**src/rtl/bit_scan_64b_if.sv**
```systemverilog
`default_nettype none
// ============================================================================
// Module   : bit_scan_64b_if
// Brief    : Mask-in / index-out handshake bundle for bit_scan_64b.
// Revision : 1.0
// ============================================================================
interface bit_scan_64b_if;
    logic        in_valid_i;
    logic        in_ready_o;
    logic [63:0] in_data_i;
    logic        out_valid_o;
    logic        out_ready_i;
    logic [5:0]  out_data_o;
    logic        out_last_o;
    logic        out_zero_o;

    // master drives masks and consumes indices; slave is the scanner
    modport master (
        output in_valid_i, in_data_i, out_ready_i,
        input  in_ready_o, out_valid_o, out_data_o, out_last_o, out_zero_o
    );

    modport slave (
        input  in_valid_i, in_data_i, out_ready_i,
        output in_ready_o, out_valid_o, out_data_o, out_last_o, out_zero_o
    );
endinterface
`default_nettype wire

```
**src/rtl/bit_scan_64b.sv**
```systemverilog
`default_nettype none
// ============================================================================
// Module   : bit_scan_64b (+ enc_64b)
// Brief    : Walks a 64-bit mask highest-set-bit first, one index per beat.
//            Define BIT_SCAN_ZERO_EN to emit a single zero-flagged beat for
//            an all-zero mask instead of silently dropping it.
// Revision : 1.0
// ============================================================================

// Registered highest-set-bit encoder; result valid the cycle after init_i.
module enc_64b (
    input  wire         clk_i,
    input  wire         rst_n_i,
    input  wire         init_i,
    input  wire  [63:0] data_i,
    output logic        done_o,
    output logic [5:0]  data_o
);
    logic [5:0] w_idx;
    logic       r_done;
    logic [5:0] r_idx;

    always_comb begin
        w_idx = '0;
        for (int i = 0; i < 64; i++) begin
            if (data_i[i]) w_idx = 6'(i);
        end
    end

    always_ff @(posedge clk_i or negedge rst_n_i) begin
        if (!rst_n_i) begin
            r_done <= 1'b0;
            r_idx  <= '0;
        end else begin
            r_done <= init_i;
            if (init_i) r_idx <= w_idx;
        end
    end

    assign done_o = r_done;
    assign data_o = r_idx;
endmodule

module bit_scan_64b (
    input  wire           clk_i,
    input  wire           rst_n_i,
    bit_scan_64b_if.slave bus
);
    localparam logic [1:0] S_IDLE = 2'd0;
    localparam logic [1:0] S_REQ  = 2'd1;
    localparam logic [1:0] S_WAIT = 2'd2;
    localparam logic [1:0] S_OUT  = 2'd3;

    logic [1:0]  r_state;
    logic [63:0] r_mask;
    logic [5:0]  r_out_data;
    logic        r_out_last;
    logic        w_enc_init;
    logic        w_enc_done;
    logic [5:0]  w_enc_idx;
    logic [63:0] w_clr_onehot;
    logic [63:0] w_mask_cleared;

    assign w_enc_init     = (r_state == S_REQ);
    assign w_clr_onehot   = 64'd1 << w_enc_idx;
    assign w_mask_cleared = r_mask & ~w_clr_onehot;

    enc_64b u_enc (
        .clk_i   (clk_i),
        .rst_n_i (rst_n_i),
        .init_i  (w_enc_init),
        .data_i  (r_mask),
        .done_o  (w_enc_done),
        .data_o  (w_enc_idx)
    );

`ifdef BIT_SCAN_ZERO_EN
    logic r_out_zero;
`endif

    always_ff @(posedge clk_i or negedge rst_n_i) begin
        if (!rst_n_i) begin
            r_state    <= S_IDLE;
            r_mask     <= '0;
            r_out_data <= '0;
            r_out_last <= 1'b0;
`ifdef BIT_SCAN_ZERO_EN
            r_out_zero <= 1'b0;
`endif
        end else begin
            case (r_state)
                S_IDLE: begin
                    if (bus.in_valid_i) begin
                        r_mask <= bus.in_data_i;
                        if (|bus.in_data_i) begin
                            r_state <= S_REQ;
                        end
`ifdef BIT_SCAN_ZERO_EN
                        else begin
                            r_out_data <= '0;
                            r_out_last <= 1'b1;
                            r_out_zero <= 1'b1;
                            r_state    <= S_OUT;
                        end
`endif
                    end
                end
                S_REQ: r_state <= S_WAIT;
                S_WAIT: begin
                    if (w_enc_done) begin
                        r_out_data <= w_enc_idx;
                        r_mask     <= w_mask_cleared;
                        r_out_last <= (w_mask_cleared == 64'd0);
`ifdef BIT_SCAN_ZERO_EN
                        r_out_zero <= 1'b0;
`endif
                        r_state    <= S_OUT;
                    end
                end
                S_OUT: begin
                    // beat is held until taken; encoder stays idle meanwhile
                    if (bus.out_ready_i) begin
                        r_state <= r_out_last ? S_IDLE : S_REQ;
                    end
                end
                default: r_state <= S_IDLE;
            endcase
        end
    end

    assign bus.in_ready_o  = (r_state == S_IDLE);
    assign bus.out_valid_o = (r_state == S_OUT);
    assign bus.out_data_o  = r_out_data;
    assign bus.out_last_o  = r_out_last;
`ifdef BIT_SCAN_ZERO_EN
    assign bus.out_zero_o  = r_out_zero;
`else
    assign bus.out_zero_o  = 1'b0;
`endif
endmodule
`default_nettype wire

```
**src/flat_wrapper.sv**
```systemverilog
// flat-port wrapper written by rule: the top's interface ports become plain ports
module bit_scan_64b_flat 
  (clk_i, rst_n_i, bus_in_valid_i, bus_in_data_i, bus_out_ready_i, bus_in_ready_o, bus_out_valid_o, bus_out_data_o, bus_out_last_o, bus_out_zero_o);
  bit_scan_64b_if bus_i ();
  input  wire clk_i;
  input  wire rst_n_i;
  input wire logic [$bits(bus_i.in_valid_i)-1:0] bus_in_valid_i;
  input wire logic [$bits(bus_i.in_data_i)-1:0] bus_in_data_i;
  input wire logic [$bits(bus_i.out_ready_i)-1:0] bus_out_ready_i;
  output wire logic [$bits(bus_i.in_ready_o)-1:0] bus_in_ready_o;
  output wire logic [$bits(bus_i.out_valid_o)-1:0] bus_out_valid_o;
  output wire logic [$bits(bus_i.out_data_o)-1:0] bus_out_data_o;
  output wire logic [$bits(bus_i.out_last_o)-1:0] bus_out_last_o;
  output wire logic [$bits(bus_i.out_zero_o)-1:0] bus_out_zero_o;
  assign bus_i.in_valid_i = bus_in_valid_i;
  assign bus_i.in_data_i = bus_in_data_i;
  assign bus_i.out_ready_i = bus_out_ready_i;
  assign bus_in_ready_o = bus_i.in_ready_o;
  assign bus_out_valid_o = bus_i.out_valid_o;
  assign bus_out_data_o = bus_i.out_data_o;
  assign bus_out_last_o = bus_i.out_last_o;
  assign bus_out_zero_o = bus_i.out_zero_o;
  bit_scan_64b u_core (.clk_i(clk_i), .rst_n_i(rst_n_i), .bus(bus_i));
endmodule
```
**config.mk**
```make
export PLATFORM = sky130hd
export DESIGN_NAME = bit_scan_64b_flat
export DESIGN_NICKNAME = d
export VERILOG_FILES = /design/src/rtl/bit_scan_64b_if.sv /design/src/rtl/bit_scan_64b.sv /design/src/flat_wrapper.sv
export SDC_FILE = /design/constraint.sdc
export NUM_CORES = 1
export LEC_CHECK = 0
export ABC_AREA = 1
export CORE_MARGIN = 3
export CORE_UTILIZATION = 39
export CTS_CLUSTER_DIAMETER = 60
export DETAILED_ROUTE_END_ITERATION = 8
export DONT_BUFFER_PORTS = 1
export PLACE_DENSITY_LB_ADDON = 0.05
export SYNTH_ARGS = -nofsm -noshare
export SYNTH_HDL_FRONTEND = slang
export SYNTH_HIERARCHICAL = 1
export SYNTH_SLANG_ARGS = --single-unit
```
**constraint.sdc**
```tcl
create_clock -name clk_i -period 9.95 [get_ports clk_i]
set_input_delay 1.99 -clock clk_i [delete_from_list [all_inputs] [get_ports clk_i]]
set_output_delay 1.99 -clock clk_i [all_outputs]
set_load 0.02 [all_outputs]
```
==> After elaboration in Yosys (flattened, before gate mapping) <==
Index checks and enable logic that the tools add are counted.
{ "totals": {"register_bits": 80, "latch_bits": 0, "ram_bits": 0, "rom_bits": 0, "inputBits": 68, "output_inout_bits": 10, "wordCells": 95, "mem_count": 0} }
{ "classes": {"n_addsub": 0, "n_mul": 0, "div_mod_pow": 0, "magnitude_cmp": 0, "n_eq_ne": 7, "n_shift": 1, "muxes": 72, "bitwise": 2, "reduce_logical": 7} }
{ "ops": {"columns": ["operator", "n"], "rows": [
  ["$mux 6", 61],
  ["$mux 64", 2],
  ["$pmux 64 s2", 1],
  ["$and 64x64->64", 1],
  ["$logic_not 64->1", 1],
  ["$not 64->64", 1],
  ["$reduce_or 64->1", 1],
  ["$shl 1x6->64 const A", 1],
  ["$mux 2", 5],
  ["$pmux 2 s4", 1],
  ["$ne 2x2->1 const B", 3],
  ["$eq 2x2->1 const B", 2],
  ["$reduce_and 4->1", 1],
  ["$reduce_and 3->1", 1],
  ["$eq 2x1->1 const B", 1],
  ["$logic_not 2->1", 1],
  ["$mux 1", 2],
  ["$ne 2x1->1 const B", 1],
  ["$reduce_and 2->1", 1],
  ["$reduce_bool 2->1", 1]
]} }

==> Longest topological paths before layout <==
{ "depth": {"depth_word": 63, "mapped_depth": 63, "depth_no_buf": 63} }

==> Cells and area by module <==
Netlist, hierarchy kept.
{ "by_module_without_submodules": {"columns": ["module", "instances", "cells_per_inst", "area_each_um2"], "rows": [
  ["bit_scan_64b", 1, 601, 4431.8],
  ["enc_64b", 1, 236, 1290.0]
]} }

==> Least setup slack after synthesis <==
OpenSTA, ideal clock, no wires.
{ "synth_path": {"kind": "register to register", "start": "register u_core.r_mask[2]", "end": "register u_core.u_enc.r_idx[0], in the netlist u_core/u_enc/data_o[0]", "setup_ps": 73, "t_arrival_ps": 3068, "required_time_ps": 9877, "setup_slack_ps": 6809, "path_stages_with_launch": 64, "cell_sequence": "dfrtp_1 > inv_1 > nand2_1 > nand2_1 > nand2_1 > nand2_1 > nand2_1 > nand2_1 > nand2_1 > nand2_1 > nand2_1 > nand2_1 > nand2_1 > nand2_1 > nand2_1 > nand2_1 > nand2_1 > nand2_1 > (+28 left out) > nand2_1 > nand2_1 > nand2_1 > nand2_1 > nand2_1 > nand2_1 > nand2_1 > nand2_1 > nand2_1 > nand2_1 > nand2_1 > nand2_1 > nand2_1 > nand2_1 > nand2_1 > nand2_1 > nand2_1 > a21oi_2"} }
{ "synth_via": {"elab_chain_cells": 62} }
{ "synth_lines": {"columns": ["item", "line", "source"], "rows": [
  ["start, declared", "bit_scan_64b.sv:55", "logic [63:0] r_mask;"],
  ["start signal, assigned", "bit_scan_64b.sv:94", "r_mask <= bus.in_data_i;"],
  ["start signal, assigned", "bit_scan_64b.sv:112", "r_mask <= w_mask_cleared;"],
  ["$mux 2", "bit_scan_64b.sv:26", "if (data_i[i]) w_idx = 6'(i);"],
  ["$mux 6 (61 in series)", "bit_scan_64b.sv:26", null],
  ["end signal, assigned", "bit_scan_64b.sv:36", "if (init_i) r_idx <= w_idx;"],
  ["end, declared", "bit_scan_64b.sv:21", "logic [5:0] r_idx;"]
]} }
No other way between the ends.
A chain may end at the register's enable or synchronous reset.

==> Worst setup path after layout <==
{ "layout_path": {"start": "register u_core.r_state[0]", "end": "register u_core.r_mask[23]"} }
{ "layout_via": {"elab_chain_cells": 3, "elab_cells_between_ends": 7, "classes_between": "3 x eq/ne; 1 x mux; 3 x reduce/logical"} }
{ "layout_lines": {"columns": ["item", "line", "source"], "rows": [
  ["start, declared", "bit_scan_64b.sv:54", "logic [1:0] r_state;"],
  ["start signal, assigned", "bit_scan_64b.sv:123", "r_state <= r_out_last ? S_IDLE : S_REQ;"],
  ["$eq 2x2->1 or $logic_not 2->1 (tied branches)", "bit_scan_64b.sv:91", "case (r_state)"],
  ["$ne 2x2->1 (no source line) or $reduce_bool 2->1 (tied branches)", null, null],
  ["$reduce_and 3->1 (no source line)", null, null]
]} }
Parallel ways exist; a longest one is shown, timed or not.

==> results.ini <==
[clock_tree]
cts_hold_buf=0
cts.repair.resized=0
cts_tree=yes
clk_pin_slew_ns=0.07
cts_max_path_buffers=2
worstSkewPairLatency_ns=0.35
htreeDepth=3
numClockSinks=80
cts_root_buffer=clkbuf_16
post_cts_buffers=0
cts-buffers-inserted=9

[timing]
finalSetupViolations=0
drv_slew=0
finalCritPeriodShare_pct=38.71
relSlewSlack_pct=35.01
holdWs_ns=0.4963
max_freq_mhz=259.6
rsz0062_at_grt=false
hold_viol_final=0
finalSetupTns_ns=0
clock_skew_ns=0.008942
finalCriticalPeriod_ns=3.852
tightest_slew_ns=0.9749

[placement]
place.port_buffers=0
gp_congestion=0.8174
dp.cells=976
hpwl_um=12750

[global_route]
antenna_found_initial=0
grt_overflow=0
track_usage_pct=23.01
grt_first_pass_wirelength_um=29310
grt_max_degree=88
grt_pass1_vias=5394

[logic_synthesis]
ys_types=33
syn-cell-area_um2=5722
synth_seq_cells=80
yosysSeqAreaShare_pct=34.99
synth_cells=837
ys_warn_count=6
syn_area_per_cell_um2=6.836
syn_nets=909

[run]
drv_cap=0

[power_and_ir_drop]
power.density_nw_per_um2=366.7
p_leak_nw=2.820
peakVddDrop_mv=0.2536
p_total_w=0.002251

[floorplanning]
row_count=43
dieArea_um2=16160
coreArea_um2=14100
die_w_um=127.1
ios=78
dieHeight_um=127.1
initial_core_util_pct=40.59

[setup_path]
crit_fanout=87
path_cells=inv_1 -> ha_2 -> inv_2 -> buf_4 -> o22ai_1 -> a21oi_4 -> buf_4 -> inv_2 -> buf_4 -> a21oi_1 -> o21ai_0 -> o21a_1
max_stage_delay_ns=0.81
cp_slowest_cell=ha_2
cp_common_cell=buf_4
path_class=register to register
worstPathRequired_ns=10.23
cp.arrival_ns=4.14
setup.worst_path.start_class=register
r2r_setup_slack_ns=6.10
critPathCaptureType=register

[detailed_routing]
dr.pass1.iters=7
postRouteAntennaNets=0
viasPerCell=5.602
routed_wirelength_um=18360
drc=0
vias=5557
avgRoutedWirePerCell_um=18.51
drt_iter0_drc=391

[final_layout]
drive_gt1_share_pct=6.404
nets=879
diodes=0
layout.cells.non_filler=992
final_cell_mix=nand2_1, o21ai_0, dfrtp_1, a21oi_1, nor2_1
syn2layout_area_growth_pct=7.260
final_common_cell=nand2_1

[worst_hold_path]
min-delay-path-class=register to register

[run_status]
outcome=finished clean

## registers in the layout, indices dropped and copies added (netlist names)
name                   flops
u_core/bus.out_data_o      6
u_core/bus.out_last_o      1
u_core/r_mask             64
u_core/r_state             2
u_core/u_enc/data_o        6
u_core/u_enc/done_o        1
## cell type report
type / instances / area, um2
tap: 180 / 225.2
clock buffer: 9 / 225.2
fill: 1493 / 7959
sequential: 80 / 2002
clock inverter: 7 / 118.9
multi-input combinational: 632 / 3029
timing repair buffer: 4 / 30.03
inverter: 80 / 506.7
## synthesized netlist by cell type
cell	count	area (um2)
buf_4	3	22.52
nor2_4	5	56.30
o21ai_0	95	475.5
nor2_1	65	244.0
conb_1	1	3.750
clkbuf_1	26	97.59
a21oi_1	67	335.3
a311oi_1	1	8.760
o311ai_0	1	8.760
nor4_1	19	118.9
o22a_1	1	8.760
o21ai_1	10	50.05
nand4_1	30	187.7
o22ai_1	1	6.260
o21a_1	37	277.8
nand2_2	1	6.260
nor3_1	2	10.01
buf_1	5	18.77
inv_2	5	18.77
clkinv_1	1	3.750
ha_1	4	50.05
a21boi_0	1	7.510
nand3_1	38	190.2
nand2_4	1	11.26
a21oi_2	2	17.52
inv_1	59	221.5
nand2_1	248	930.9
dfrtp_1	80	2002
buf_2	10	50.05
or2_2	1	6.260
clkbuf_2	1	5.000
bufinv_8	15	262.8
o21bai_1	1	7.510
## worst max-delay path: cells and delay by family, from the launching register on
| family | cells | cell delay (ns) |
|---|---|---|
| AOI/OAI and AO/OA | 5 | 0.86 |
| adders and majority gates | 1 | 0.81 |
| DFF | 1 | 0.44 |
| buffers and inverters | 6 | 1.65 |
## cell families (layout without fill, tap and decap cells)
kind of cell	Yosys count	in the layout	share of synthesized area (%)
and+or+nand+nor	410	410	30.79
AOI/OAI and AO/OA	217	217	21.04
DFF	80	80	34.99
other	1	1	0.06554
buffers and inverters	125	100	12.25
adders and majority gates	4	4	0.8747
## per-stage QoR
stage	instance area, um2	utilization [%]	setup WS [ns]
2_1_floorplan	5722	-	6.809
3_3_place_gp	5793	41.10	6.129
3_5_place_dp	5793	41.10	6.090
4_1_cts	6137	43.54	6.080
5_1_grt	6137	43.54	5.474
6_report	6137	43.54	6.098
## path summary, 6_finish.rpt
kind	start	cells past startpoint	endpoint
min reg2reg	u_core/r_mask[0]	1	u_core/r_mask[0]
min in group asynchronous	rst_n_i	0	u_core/r_mask[18]
min	u_core/r_mask[0]	1	u_core/r_mask[0]
max	u_core/r_state[0]	12	u_core/r_mask[23]
max reg2reg	u_core/r_state[0]	12	u_core/r_mask[23]
max in group asynchronous	rst_n_i	0	u_core/r_mask[15]
## power by group
group	switching, W	total [W]	internal, W	leakage [nW]
clock	0.000147	0.000393	0.000246	0.162
sequential	0.000185	0.000678	0.000492	0.922
combinational	0.000702	0.00118	0.000479	1.74
total	0.00103	0.00225	0.00122	2.82
## routing by layer
metal	GRT usage [%]	up-vias	share of wire, %
met4	7.129	0	1.9
li1	-	2732	-
met2	37.52	174	47
met3	3.428	22	5.5
met1	31.67	2629	46
met5	0	-	0
No activity file was read; power rests on OpenSTA's default activity.
